### config.mk
export PLATFORM = sky130hd
export DESIGN_NAME = memoria_dados
export DESIGN_NICKNAME = d
export VERILOG_FILES = /design/src/rtl/memoria_dados.sv
export SDC_FILE = /design/constraint.sdc
export NUM_CORES = 1
export LEC_CHECK = 0
export ABC_AREA = 1
export CORE_MARGIN = 2
export CORE_UTILIZATION = 33
export CTS_CLUSTER_DIAMETER = 150
export DETAILED_ROUTE_END_ITERATION = 16
export PLACE_DENSITY_LB_ADDON = 0.08
export SYNTH_ARGS = -nofsm -noshare
export SYNTH_HDL_FRONTEND = slang
export SYNTH_SLANG_ARGS = --single-unit
### constraint.sdc
create_clock -name clock -period 5 [get_ports clock]
set_clock_uncertainty 0.15 [all_clocks]
set_input_delay 1 -clock clock [delete_from_list [all_inputs] [get_ports clock]]
set_output_delay 1 -clock clock [all_outputs]
set_load 0.01 [all_outputs]
### src/rtl/memoria_dados.sv
// Wait-stated data memory: one request at a time, accepted in IDLE and completed
// after WAIT_CYCLES wait states plus one ACCESS cycle, with a ready/err handshake.
module memoria_dados #(
    parameter int unsigned DATA_W      = 8,
    parameter int unsigned ADDR_W      = 4,
    parameter int unsigned WAIT_CYCLES = 2
) (
    input  logic              clock,
    input  logic              reset,
    input  logic              rd,
    input  logic              we,
    input  logic [ADDR_W-1:0] endereco,
    input  logic [DATA_W-1:0] dataInMem,
    output logic [DATA_W-1:0] dataOutMem,
    output logic              busy,
    output logic              ready,
    output logic              err
);

    localparam int unsigned Depth = 2 ** ADDR_W;
    localparam int unsigned CntW  = 4;

    typedef enum logic [1:0] {StIdle, StWait, StAccess} state_e;

    state_e            state_q;
    logic [CntW-1:0]   cnt_q;
    logic [ADDR_W-1:0] addr_q;
    logic [DATA_W-1:0] wdata_q;
    logic              is_write_q;
    logic [DATA_W-1:0] mem_q [Depth];

    always_ff @(posedge clock) begin
        if (reset) begin
            state_q    <= StIdle;
            cnt_q      <= '0;
            addr_q     <= '0;
            wdata_q    <= '0;
            is_write_q <= 1'b0;
            busy       <= 1'b0;
            ready      <= 1'b0;
            err        <= 1'b0;
            dataOutMem <= '0;
            for (int i = 0; i < Depth; i++) begin
                mem_q[i] <= '0;
            end
        end else begin
            ready <= 1'b0;
            err   <= 1'b0;
            unique case (state_q)
                StIdle: begin
                    if (rd ^ we) begin
                        addr_q     <= endereco;
                        wdata_q    <= dataInMem;
                        is_write_q <= we;
                        cnt_q      <= CntW'(WAIT_CYCLES);
                        busy       <= 1'b1;
                        state_q    <= (WAIT_CYCLES > 0) ? StWait : StAccess;
                    end else if (rd && we) begin
                        // Conflicting request: flag it and stay put.
                        err <= 1'b1;
                    end
                end
                StWait: begin
                    cnt_q <= cnt_q - 1'b1;
                    if (cnt_q == CntW'(1)) begin
                        state_q <= StAccess;
                    end
                end
                StAccess: begin
                    if (is_write_q) begin
                        mem_q[addr_q] <= wdata_q;
                    end else begin
                        dataOutMem <= mem_q[addr_q];
                    end
                    ready   <= 1'b1;
                    busy    <= 1'b0;
                    state_q <= StIdle;
                end
                default: begin
                    busy    <= 1'b0;
                    state_q <= StIdle;
                end
            endcase
        end
    end

endmodule

# Word-level counts from Yosys, hierarchy flattened
# Memories as Yosys holds them, arrays and structs flattened. A register that Yosys moved wholly into a read port is not among the register bits.
# Index checks and enable logic that the tools add are counted.
[word_totals] register_bits=22 mem_bits_rw=128 input_bits=16 mem_count=1
[op_classes] add_sub_neg=1 n_eq_ne=5 muxes=18 n_bitwise=4 reduce_logical=10
[mem_list] name="mem_q" depth=16 width=8 read_ports=1 rd_ports_with_merged_regs=1 write_ports=16 line="30" source="logic [DATA_W-1:0] mem_q [Depth];"
[ops] op="$mux W1" n=10
[ops] op="$reduce_and A2 Y1" n=5
[ops] op="$mux W4" n=2
[ops] op="$mux W8" n=1
[ops] op="$pmux W4 S2" n=1
[ops] op="$reduce_or A8 Y1" n=1
[ops] op="$eq A4 B1 Y1 const B" n=1
[ops] op="$mux W2" n=2
[ops] op="$ne A2 B2 Y1 const B" n=2
[ops] op="$pmux W2 S2" n=1
[ops] op="$sub A4 B1 Y4 const B" n=1
[ops] op="$not A1 Y1" n=3
[ops] op="$reduce_or A3 Y1" n=1
[ops] op="$eq A2 B1 Y1 const B" n=1
[ops] op="$eq A2 B2 Y1 const B" n=1
[ops] op="$logic_not A2 Y1" n=1
[ops] op="$pmux W1 S2" n=1
[ops] op="$reduce_bool A2 Y1" n=1
[ops] op="$logic_and A1 B1 Y1" n=1
[ops] op="$xor A1 B1 Y1" n=1

# Longest topological paths before layout
[logic_depth] word_depth=6 ltp_mapped=11 depth_no_buf=9

# Least setup slack after synthesis
# No wires, ideal clock.
[synth_timing] path_type="input port to flip-flop" from="input reset" to="memory mem_q[0][0], enable pin" setup_ns=0.329 t_arrival_ns=1.930 setup_slack_ns=2.591 cell_stages=5 n_path_buf=0 cell_sequence="nor2_2 > nand2_1 > nor3_4 > nand2_2 > nand2_1"
[synth_rtl] item="from (decl)" line="9" source="input logic reset,"
[synth_rtl] item="to (decl)" line="30"

==> impl_metrics.toml <==
[worst_setup_path]
r2r_end = "mem_q[2][3]"
crit_chain = "clkdlybuf4s50_1 -> nor2_2 -> nand2_1 -> nor3_4 -> nand2_2 -> nand2_1"
setup.worst_path.start = "reset"
cp_data_arrival_time_ns = 2.98
timing.critical_path.mode_cell = "nand2_1"
max_stage_delay_ns = 0.50
reg2reg_from = "addr_q[1]"
endpoint = "mem_q[2][3]"
end_kind = "register"
cp_slowest_cell = "nor3_4"
r2r_setup_slack_ns = 2.15
criticalPathCategory = "in -> reg"
worstPathMaxFanout = 9
cp.required_ns = 4.95
rr_worst_depth = 5
crit_path_start_kind = "input port"

[pwr]
power_density_mw_per_mm2 = 411
power_frac_comb = 0.129
p_int_mw = 2.46
swShare = 0.269
max-vdd-ir-drop_uv = 292
pwr-share-seq = 0.452
clkPwrFrac = 0.419
switchingPower_mw = 0.903
cellLeakagePower_nw = 3.23

[place]
gp_congestion = 0.759
dp_cells = 1044
dp_hpwl_um = 12600
portBuffers = 26

[timing]
drv_slew = 0
tns_ns = 0
timing.fmax_mhz = 330
setup_violations = 0
slew_headroom = 0.267
worst_slew_pin_slew_ns = 1.09
timing.final.crit_period_ns = 3.03
period_share = 0.606
hold_viol = 0
rsz0062_at_grt = "false"

[floorplan]
boundaryPins = 27
core_mm2 = 0.0210
die_w_um = 150
rows = 53
die_area_mm2 = 0.0226
start_util = 0.336
die_h_um = 150

[clock_tree]
clkTransAtPathRegs_ns = 0.06
cts_tree = "built"
ctsHoldBuffers = 0
postCtsResizedCells = 0
cts_made_buffers = 17
clkSinkCount = 158
cts_setup_buffers = 0
clockBufferDepth = 2
cts_root_buffer = "clkbuf_16"
insertion_delay_ns = 0.43
cts_max_level = 4

[global_route]
grt_pass1_vias = 5332
grt_pass1_wl_um = 29900
grt-ovfl-total = 0
grt_usage = 0.183
antenna_found_initial = 0
grt_max_degree = 53

[routing]
drt-initial-drc-count = 478
drt_pass1_iterations = 5
wl_per_cell_um = 17.9
drc = 0
vias = 5258
ant_nets = 0
avgViaCountPerCell = 4.89
wl_um = 19300

[layout]
area_growth_pct = 16.0
diodes = 0
drive_above_1_share = 0.0762
fin_cells = 1076
final_nets = 807

[yosys]
ys_types = 21
syn-num-nets = 798
ys_seq_area_frac = 0.630
yosys_warnings = 0
syn_area_mm2 = 0.00705
synth_cells = 779
avgSynthCellArea_um2 = 9.05
ys_seq_elements = 158

[min_path]
worstHoldPathType = "reg -> reg"

[job]
drv_cap = 0

[run_status]
status = "completed"
sequential cells by signal (all words and copies together), names as in the netlist:
signal	cells
addr_q	4
busy	1
cnt_q	4
dataOutMem	8
err	1
is_write_q	1
mem_q	128
ready	1
state_q	2
wdata_q	8
synth_stat cells, drive strengths merged:
master	count	area, um2
a211oi	1	7.51
a21oi	16	80.1
buf	19	98.8
clkbuf	23	86.3
clkinv	8	30.0
dfxtp	30	601
edfxtp	128	3840
ha	3	37.5
inv	15	56.3
nand2	300	1170
nand3	44	220
nand4	9	56.3
nor2	155	584
nor3	5	70.1
o21ai	23	115
placed cells by master (no fill, tap or decap), drive strengths merged:
| master | instances |
|---|---|
| nor3 | 5 |
| edfxtp | 128 |
| nor2 | 155 |
| a21oi | 16 |
| inv | 18 |
| dfxtp | 30 |
| clkbuf | 29 |
| ha | 3 |
| nand3 | 44 |
| clkinv | 8 |
| nand2 | 300 |
| buf | 6 |
| a211oi | 1 |
| clkdlybuf4s50 | 26 |
| o21ai | 23 |
| nand4 | 9 |
power by group through the flow:
stage | sequential, mW | combinational, mW | clock, mW
3_5_place_dp | 1.55 | 0.437 | 0
3_3_place_gp | 1.55 | 0.434 | 0
2_1_floorplan | 1.53 | 0.295 | 0
4_1_cts | 1.52 | 0.438 | 1.42
6_report | 1.52 | 0.434 | 1.41
5_1_grt | 1.53 | 0.482 | 1.48
worst min-delay path by stage:
stage,from,to,slack [ns],cells after the start
floorplan,cnt_q[3],cnt_q[3],0.29,2
global placement,cnt_q[3],cnt_q[3],0.30,2
detailed placement,busy,busy,0.32,2
global route,cnt_q[3],cnt_q[3],0.35,2
CTS,busy,busy,0.33,2
finish,busy,busy,0.32,2
cells by family after synthesis:
logic type	count (synthesis)	synth area share
buffers and inverters	65	0.0385
AOI/OAI and AO/OA	40	0.0287
adders and majority gates	3	0.00532
DFF	158	0.630
and+or+nand+nor	513	0.297
cell type report:
type	instances	area (um2)
inverters	23	86.3
well taps	275	344
clock buffers	29	643
repair buffers	32	305
clock inverters	3	21.3
flip-flops and latches	158	4450
fillers	2048	12800
multi-input cells	556	2340
stage by stage:
step	hold WS [ns]	setup slack (ns)	util	instance area [um2]	power, mW
final	0.322	1.97	0.389	8180	3.36
after global routing	0.347	1.84	0.389	8180	3.49
after CTS	0.326	2.00	0.389	8180	3.38
after detailed placement	0.315	1.55	0.358	7520	1.98
after global placement	0.303	1.56	0.358	7520	1.98
after floorplan	0.293	2.59	-	7050	1.82
metal layers:
layer  vias up  track usage  routed length [um]
li1       2557            -                   -
met1      2549        0.246                8860
met2       122        0.292                9050
met3        30       0.0367                 898
met4         0       0.0750                 496
met5         -            0                   0
critical path: cells and delay by family:
kind                   cells  cell delay, ns
buffers and inverters      1            0.49
AND/OR/NAND/NOR            5            1.48
Power figures use the tool's default switching activity.
